[config.mk]
export PLATFORM = sky130hd
export DESIGN_NAME = silly_sweep_ctrl
export DESIGN_NICKNAME = d
export VERILOG_FILES = /design/src/rtl/silly_sweep_ctrl.sv
export SDC_FILE = /design/constraint.sdc
export NUM_CORES = 1
export LEC_CHECK = 0
export CAP_MARGIN = 20
export CELL_PAD_IN_SITES_DETAIL_PLACEMENT = 1
export CELL_PAD_IN_SITES_GLOBAL_PLACEMENT = 2
export CORE_MARGIN = 8
export CORE_UTILIZATION = 29
export DETAILED_ROUTE_END_ITERATION = 6
export PLACE_DENSITY = 0.86
export SLEW_MARGIN = 30
export SYNTH_ARGS = -nofsm -noshare
export SYNTH_HDL_FRONTEND = slang
export SYNTH_SLANG_ARGS = --single-unit
[constraint.sdc]
create_clock -name clk -period 2.4 [get_ports clk]
set_clock_uncertainty 0.05 [all_clocks]
set_input_delay 0.48 -clock clk [delete_from_list [all_inputs] [get_ports clk]]
set_output_delay 0.48 -clock clk [all_outputs]
set_load 0.05 [all_outputs]
[src/rtl/silly_sweep_ctrl.sv]
// silly_sweep_ctrl: self-test sequencer for the 3-input `silly` block.
// Steps {a,b,c} through 000..111, holds each vector DWELL+1 cycles,
// captures y/z at the end of the dwell and packs them into `results`
// (results[2i+1] = y, results[2i] = z for vector i).
// Optional golden-value checker enabled by defining SILLY_SWEEP_CHECK_EN;
// without it `mismatch` is constant 0 and EXP_Y/EXP_Z are unused.
module silly_sweep_ctrl #(
  parameter int unsigned DWELL = 2,      // 1..15
  parameter logic [7:0]  EXP_Y = 8'h00,
  parameter logic [7:0]  EXP_Z = 8'h00
) (
  input  logic        clk,
  input  logic        reset,
  input  logic        start,
  input  logic        abort,
  output logic        a,
  output logic        b,
  output logic        c,
  input  logic        y,
  input  logic        z,
  output logic        busy,
  output logic        done,
  output logic [2:0]  idx,
  output logic [15:0] results,
  output logic        mismatch
);

  typedef enum logic [1:0] {
    S_IDLE,
    S_DRIVE,
    S_SAMPLE,
    S_DONE
  } state_t;

  // Dwell counter reload: DRIVE lasts DWELL cycles (cnt counts down to 0).
  localparam logic [3:0] CNT_LOAD = 4'(DWELL - 1);

  state_t      state, state_nxt;
  logic [3:0]  cnt, cnt_nxt;
  logic [2:0]  idx_nxt;
  logic        busy_nxt;
  logic        done_nxt;
  logic [15:0] results_nxt;
  logic        mismatch_nxt;

  // The silly inputs are the index bits themselves, so they are registered
  // by construction and change exactly when idx does.
  assign a = idx[2];
  assign b = idx[1];
  assign c = idx[0];

  // State register.
  always_ff @(posedge clk) begin
    if (reset) state <= S_IDLE;
    else       state <= state_nxt;
  end

  // Next-state logic; abort only matters while a sweep is actually running.
  always_comb begin
    state_nxt = state;
    case (state)
      S_IDLE:   if (start) state_nxt = S_DRIVE;
      S_DRIVE: begin
        if (abort)         state_nxt = S_IDLE;
        else if (cnt == 4'd0) state_nxt = S_SAMPLE;
      end
      S_SAMPLE: begin
        if (abort)             state_nxt = S_IDLE;
        else if (idx == 3'd7)  state_nxt = S_DONE;
        else                   state_nxt = S_DRIVE;
      end
      S_DONE:   state_nxt = S_IDLE;
      default:  state_nxt = S_IDLE;
    endcase
  end

  // Output/datapath next values; everything is registered below so the
  // outputs never glitch with y/z.
  always_comb begin
    idx_nxt      = idx;
    cnt_nxt      = cnt;
    busy_nxt     = busy;
    done_nxt     = 1'b0;
    results_nxt  = results;
    mismatch_nxt = mismatch;
    case (state)
      S_IDLE: begin
        if (start) begin
          idx_nxt      = 3'd0;
          cnt_nxt      = CNT_LOAD;
          busy_nxt     = 1'b1;
          results_nxt  = 16'h0000;
          mismatch_nxt = 1'b0;
        end
      end
      S_DRIVE: begin
        if (abort) begin
          idx_nxt  = 3'd0;
          busy_nxt = 1'b0;
        end else if (cnt != 4'd0) begin
          cnt_nxt = cnt - 4'd1;
        end
      end
      S_SAMPLE: begin
        if (abort) begin
          // The capture of an aborted SAMPLE cycle is dropped on purpose.
          idx_nxt  = 3'd0;
          busy_nxt = 1'b0;
        end else begin
          results_nxt[{idx, 1'b1}] = y;
          results_nxt[{idx, 1'b0}] = z;
`ifdef SILLY_SWEEP_CHECK_EN
          if ((y != EXP_Y[idx]) || (z != EXP_Z[idx])) mismatch_nxt = 1'b1;
`endif
          if (idx == 3'd7) begin
            idx_nxt  = 3'd0;
            busy_nxt = 1'b0;
            done_nxt = 1'b1;
          end else begin
            idx_nxt = idx + 3'd1;
            cnt_nxt = CNT_LOAD;
          end
        end
      end
      S_DONE: begin
        idx_nxt = 3'd0;
      end
      default: begin
        idx_nxt  = 3'd0;
        busy_nxt = 1'b0;
      end
    endcase
  end

  // Datapath registers; reset wins over start/abort.
  always_ff @(posedge clk) begin
    if (reset) begin
      idx     <= 3'd0;
      cnt     <= 4'd0;
      busy    <= 1'b0;
      done    <= 1'b0;
      results <= 16'h0000;
    end else begin
      idx     <= idx_nxt;
      cnt     <= cnt_nxt;
      busy    <= busy_nxt;
      done    <= done_nxt;
      results <= results_nxt;
    end
  end

`ifdef SILLY_SWEEP_CHECK_EN
  // Sticky golden-value mismatch flag, cleared by an accepted start.
  always_ff @(posedge clk) begin
    if (reset) mismatch <= 1'b0;
    else       mismatch <= mismatch_nxt;
  end
`else
  assign mismatch = 1'b0;
`endif

endmodule

==> flow_summary.html <==
<table>
<tr><th>Metric</th><th>Value</th></tr>
<tr><th colspan="2">Synthesis</th></tr>
<tr><td>Portion of synthesized cell area occupied by the leading cell type</td><td>37.6%</td></tr>
<tr><td>Average instance area after synthesis</td><td>8.82 µm²</td></tr>
<tr><td>Gate count of the mapped netlist</td><td>163</td></tr>
<tr><td>Top cell types by occurrence after synthesis</td><td>sky130_fd_sc_hd__dfxtp_1, sky130_fd_sc_hd__nor2_1, sky130_fd_sc_hd__a22oi_1</td></tr>
<tr><td>Predominant post-synthesis flop cell</td><td>sky130_fd_sc_hd__dfxtp_1</td></tr>
<tr><td>Mapped cell area</td><td>1440 µm²</td></tr>
<tr><td>Sequential fraction of the synthesis area</td><td>37.6%</td></tr>
<tr><td>Post-synth EDFFs</td><td>0</td></tr>
<tr><td>Number of nets produced by synthesis</td><td>179</td></tr>
<tr><td>Cell taking the most area after synthesis</td><td>sky130_fd_sc_hd__dfxtp_1</td></tr>
<tr><td>Syn. warnings</td><td>0</td></tr>
<tr><td>Total of flip-flops plus latches after synthesis</td><td>27</td></tr>
<tr><td>Post-synthesis async set-or-reset flop share</td><td>0%</td></tr>
<tr><td>Leading cell type by number of instances after synthesis</td><td>sky130_fd_sc_hd__dfxtp_1</td></tr>
<tr><td>Top area cells in the synthesized netlist</td><td>sky130_fd_sc_hd__dfxtp_1, sky130_fd_sc_hd__ha_1, sky130_fd_sc_hd__a22oi_1</td></tr>
<tr><td>Number of unique standard cell types used by synthesis</td><td>40</td></tr>
<tr><th colspan="2">Final layout</th></tr>
<tr><td>Finished Core Util</td><td>37.9%</td></tr>
<tr><td>Layout cell share with drive strength beyond 1</td><td>6.49%</td></tr>
<tr><td>Final net count</td><td>202</td></tr>
<tr><td>Area delta synth-&gt;final</td><td>25.5%</td></tr>
<tr><td>Fin cells</td><td>252</td></tr>
<tr><td>FILL cells</td><td>590</td></tr>
<tr><td>Diodes inserted</td><td>0</td></tr>
<tr><th colspan="2">Clock network</th></tr>
<tr><td>PostCTS Resize Cnt</td><td>0</td></tr>
<tr><td>Post-cts hold buffer count</td><td>0</td></tr>
<tr><td>CTS sink cnt</td><td>27</td></tr>
<tr><td>Clk Latency, worst-skew pair</td><td>270 ps</td></tr>
<tr><td>TritonCTS buffer count</td><td>3</td></tr>
<tr><td>Postcts setup bufs</td><td>0</td></tr>
<tr><td># H-tree levels</td><td>1</td></tr>
<tr><td>Root Buffer Master</td><td>sky130_fd_sc_hd__clkbuf_8</td></tr>
<tr><td>Bufs on Longest Clock Path</td><td>2</td></tr>
<tr><td>CTS tree</td><td>done</td></tr>
<tr><td>Clock transition at the registers of the reported paths</td><td>100 ps</td></tr>
<tr><th colspan="2">Critical path</th></tr>
<tr><td>Cells on worst reg2reg path</td><td>6</td></tr>
<tr><td>Critical path depth in cells</td><td>1</td></tr>
<tr><td>Family of cells with the greatest summed delay on the critical path</td><td>buffers and inverters</td></tr>
<tr><td>Kind of critical path</td><td>reg2out</td></tr>
<tr><td>Highest net fanout along the worst path</td><td>12</td></tr>
<tr><td>Ordered list of cells on the worst path</td><td>clkdlybuf4s50_1</td></tr>
<tr><td>Crit path DAT</td><td>1770 ps</td></tr>
<tr><td>Slowest stage delay, CP</td><td>900 ps</td></tr>
<tr><td>Endpoint type of the worst setup path</td><td>primary output</td></tr>
<tr><td>Startpoint type of the worst setup path</td><td>flop</td></tr>
<tr><td>Endpoint required time on the critical path</td><td>1870 ps</td></tr>
<tr><td>Slowest stage cell on the critical path</td><td>sky130_fd_sc_hd__clkdlybuf4s50_1</td></tr>
<tr><td>Number of buffer and inverter stages on the critical path</td><td>1</td></tr>
<tr><th colspan="2">Power</th></tr>
<tr><td>Gate power share</td><td>25.9%</td></tr>
<tr><td>Total power divided by cell area</td><td>556 nW/µm²</td></tr>
<tr><td>Internal power of the cells</td><td>0.000681 W</td></tr>
<tr><td>Maximum VDD drop</td><td>0.000252 V</td></tr>
<tr><td>Switching share of power</td><td>32.1%</td></tr>
<tr><td>Share of total power in the clock network</td><td>26.3%</td></tr>
<tr><td>Power dissipated by switching net loads</td><td>0.000322 W</td></tr>
<tr><td>Part of the power in registers</td><td>47.8%</td></tr>
<tr><td>Leak</td><td>0.674 nW</td></tr>
<tr><th colspan="2">STA</th></tr>
<tr><td>Fin. Hold Viols</td><td>0</td></tr>
<tr><td>Actual slew at the worst max-slew pin</td><td>611 ps</td></tr>
<tr><td>Relative slew slack</td><td>59.2%</td></tr>
<tr><td>Sum Neg Setup Slack</td><td>0 ps</td></tr>
<tr><td>Shortest period the worst path allows</td><td>2300 ps</td></tr>
<tr><td>Timing-limited maximum frequency</td><td>436 MHz</td></tr>
<tr><td>Final setup fails</td><td>0</td></tr>
<tr><td>Final period utilization</td><td>95.7%</td></tr>
<tr><td>Number of max-slew violations in the final report</td><td>0</td></tr>
<tr><td>RSZ-0062 raised after global routing</td><td>no</td></tr>
<tr><th colspan="2">Global route</th></tr>
<tr><td>First-pass GRT wire length</td><td>6970 µm</td></tr>
<tr><td>Largest net degree at the start of global routing</td><td>23</td></tr>
<tr><td>Residual overflow from global routing</td><td>0</td></tr>
<tr><td>Vias in the first global route</td><td>1,386</td></tr>
<tr><td>Global-route total usage across every layer</td><td>11.4%</td></tr>
<tr><td>Number of antenna violations at the first check in global routing</td><td>0</td></tr>
<tr><th colspan="2">Worst hold path</th></tr>
<tr><td>Type of the worst min-delay path</td><td>reg2reg</td></tr>
<tr><td>Worst hold path cell count</td><td>2</td></tr>
<tr><th colspan="2">Die</th></tr>
<tr><td>Initial standard-cell utilization of the core</td><td>30.2%</td></tr>
<tr><td>Area of the placeable core</td><td>4750 µm²</td></tr>
<tr><td>Area of the die</td><td>7470 µm²</td></tr>
<tr><td>Chip Width</td><td>86.4 µm</td></tr>
<tr><td>Die boundary height</td><td>86.4 µm</td></tr>
<tr><td># rows</td><td>25</td></tr>
<tr><td>I/O pin count</td><td>31</td></tr>
<tr><th colspan="2">Placed design</th></tr>
<tr><td>Dpl hpwl</td><td>3130 µm</td></tr>
<tr><td>Final weighted congestion of routability-driven global placement</td><td>0.808</td></tr>
<tr><td>Placed Cells</td><td>248</td></tr>
<tr><td>Input/output buffers</td><td>29</td></tr>
<tr><th colspan="2">Detailed routing</th></tr>
<tr><td>Post-route ant nets</td><td>0</td></tr>
<tr><td>Number of vias per cell</td><td>5.16</td></tr>
<tr><td>Count of TritonRoute iterations in the first routing pass</td><td>4</td></tr>
<tr><td>Initial DRC Count</td><td>63</td></tr>
<tr><td>Routed wire per std cell</td><td>16.2 µm</td></tr>
<tr><td>Detailed Route WL</td><td>4090 µm</td></tr>
<tr><td>Vias post-DR</td><td>1,301</td></tr>
<tr><td>Detailed-route DRC error count</td><td>0</td></tr>
<tr><th colspan="2">Status</th></tr>
<tr><td>Status</td><td>finished, final reports clean</td></tr>
<tr><th colspan="2">Job</th></tr>
<tr><td>Number of max-capacitance violations reported</td><td>0</td></tr>
</table>
[final timing paths]
check | from | to | slack, ps
setup / recovery | idx[1] | idx[1] | 100
hold / removal | results[0] | results[0] | 440
setup reg to reg | state[0] | results[8] | 340
hold reg to reg | results[0] | results[0] | 440
[routing by layer]
metal	routed length (µm)	vias to the layer above	part of all wire (%)	GRT usage (%)
met3	171	2	4.2	2.65
met2	1990	22	49	19.7
met4	37	0	0.91	3.29
met1	1880	645	46	13.5
li1	-	632	-	-
met5	0	-	0	0
[final cells by class]
cell class	instances	area (µm²)	share of cell area (%)
Multi-Input combinational cell	115	795	44.0
Sequential cell	27	541	30.0
Timing Repair Buffer	32	313	17.3
Tap cell	67	83.8	4.65
Clock buffer	3	41.3	2.29
Inverter	7	26.3	1.46
Clock inverter	1	5.00	0.277
[placed cells by master, fill, tap and decap left out, types with 5 or more instances in the layout]
| cell | n |
|---|---|
| sky130_fd_sc_hd__clkdlybuf4s50_1 | 29 |
| sky130_fd_sc_hd__o221ai_1 | 6 |
| sky130_fd_sc_hd__nor2_1 | 22 |
| sky130_fd_sc_hd__o21ai_0 | 5 |
| sky130_fd_sc_hd__ha_1 | 10 |
| sky130_fd_sc_hd__nand2_1 | 6 |
| sky130_fd_sc_hd__a22oi_1 | 15 |
| sky130_fd_sc_hd__dfxtp_1 | 27 |
| sky130_fd_sc_hd__inv_1 | 7 |
| sky130_fd_sc_hd__nor3_1 | 5 |
| sky130_fd_sc_hd__a21oi_1 | 8 |
| sky130_fd_sc_hd__and3_1 | 5 |
[cells by family after synthesis]
logic type	Yosys count	synth area share, %
adders and majority gates	10	8.70
buffers and inverters	21	7.14
other	1	0.261
DFF	27	37.6
AOI/OAI and AO/OA	44	22.3
muxes	1	0.696
and+or+nand+nor	59	23.3
[stage by stage]
step / power (W) / area, µm² / hold WS (ps) / worst slack, ps
global route: 0.00106 / 1800 / 468 / 32.9
floorplan: 0.000682 / 1440 / 387 / 333
detailed placement: 0.000748 / 1760 / 430 / 116
finish: 0.00100 / 1800 / 439 / 104
global placement: 0.000733 / 1760 / 406 / 208
CTS: 0.00101 / 1800 / 445 / 110
[flip-flops by register name (all words and copies together) (netlist names)]
| signal | count |
|---|---|
| done | 1 |
| state | 2 |
| results | 16 |
| cnt | 4 |
| busy | 1 |
| idx | 3 |
[power groups by stage]
stage | Combinational, W | Clock [W] | Sequential (W)
after floorplan | 0.000181 | 0 | 0.000500
after CTS | 0.000260 | 0.000271 | 0.000480
after global placement | 0.000245 | 0 | 0.000489
final | 0.000260 | 0.000264 | 0.000480
after global routing | 0.000289 | 0.000290 | 0.000483
after detailed placement | 0.000258 | 0 | 0.000490
Power figures use the tool's default switching activity.
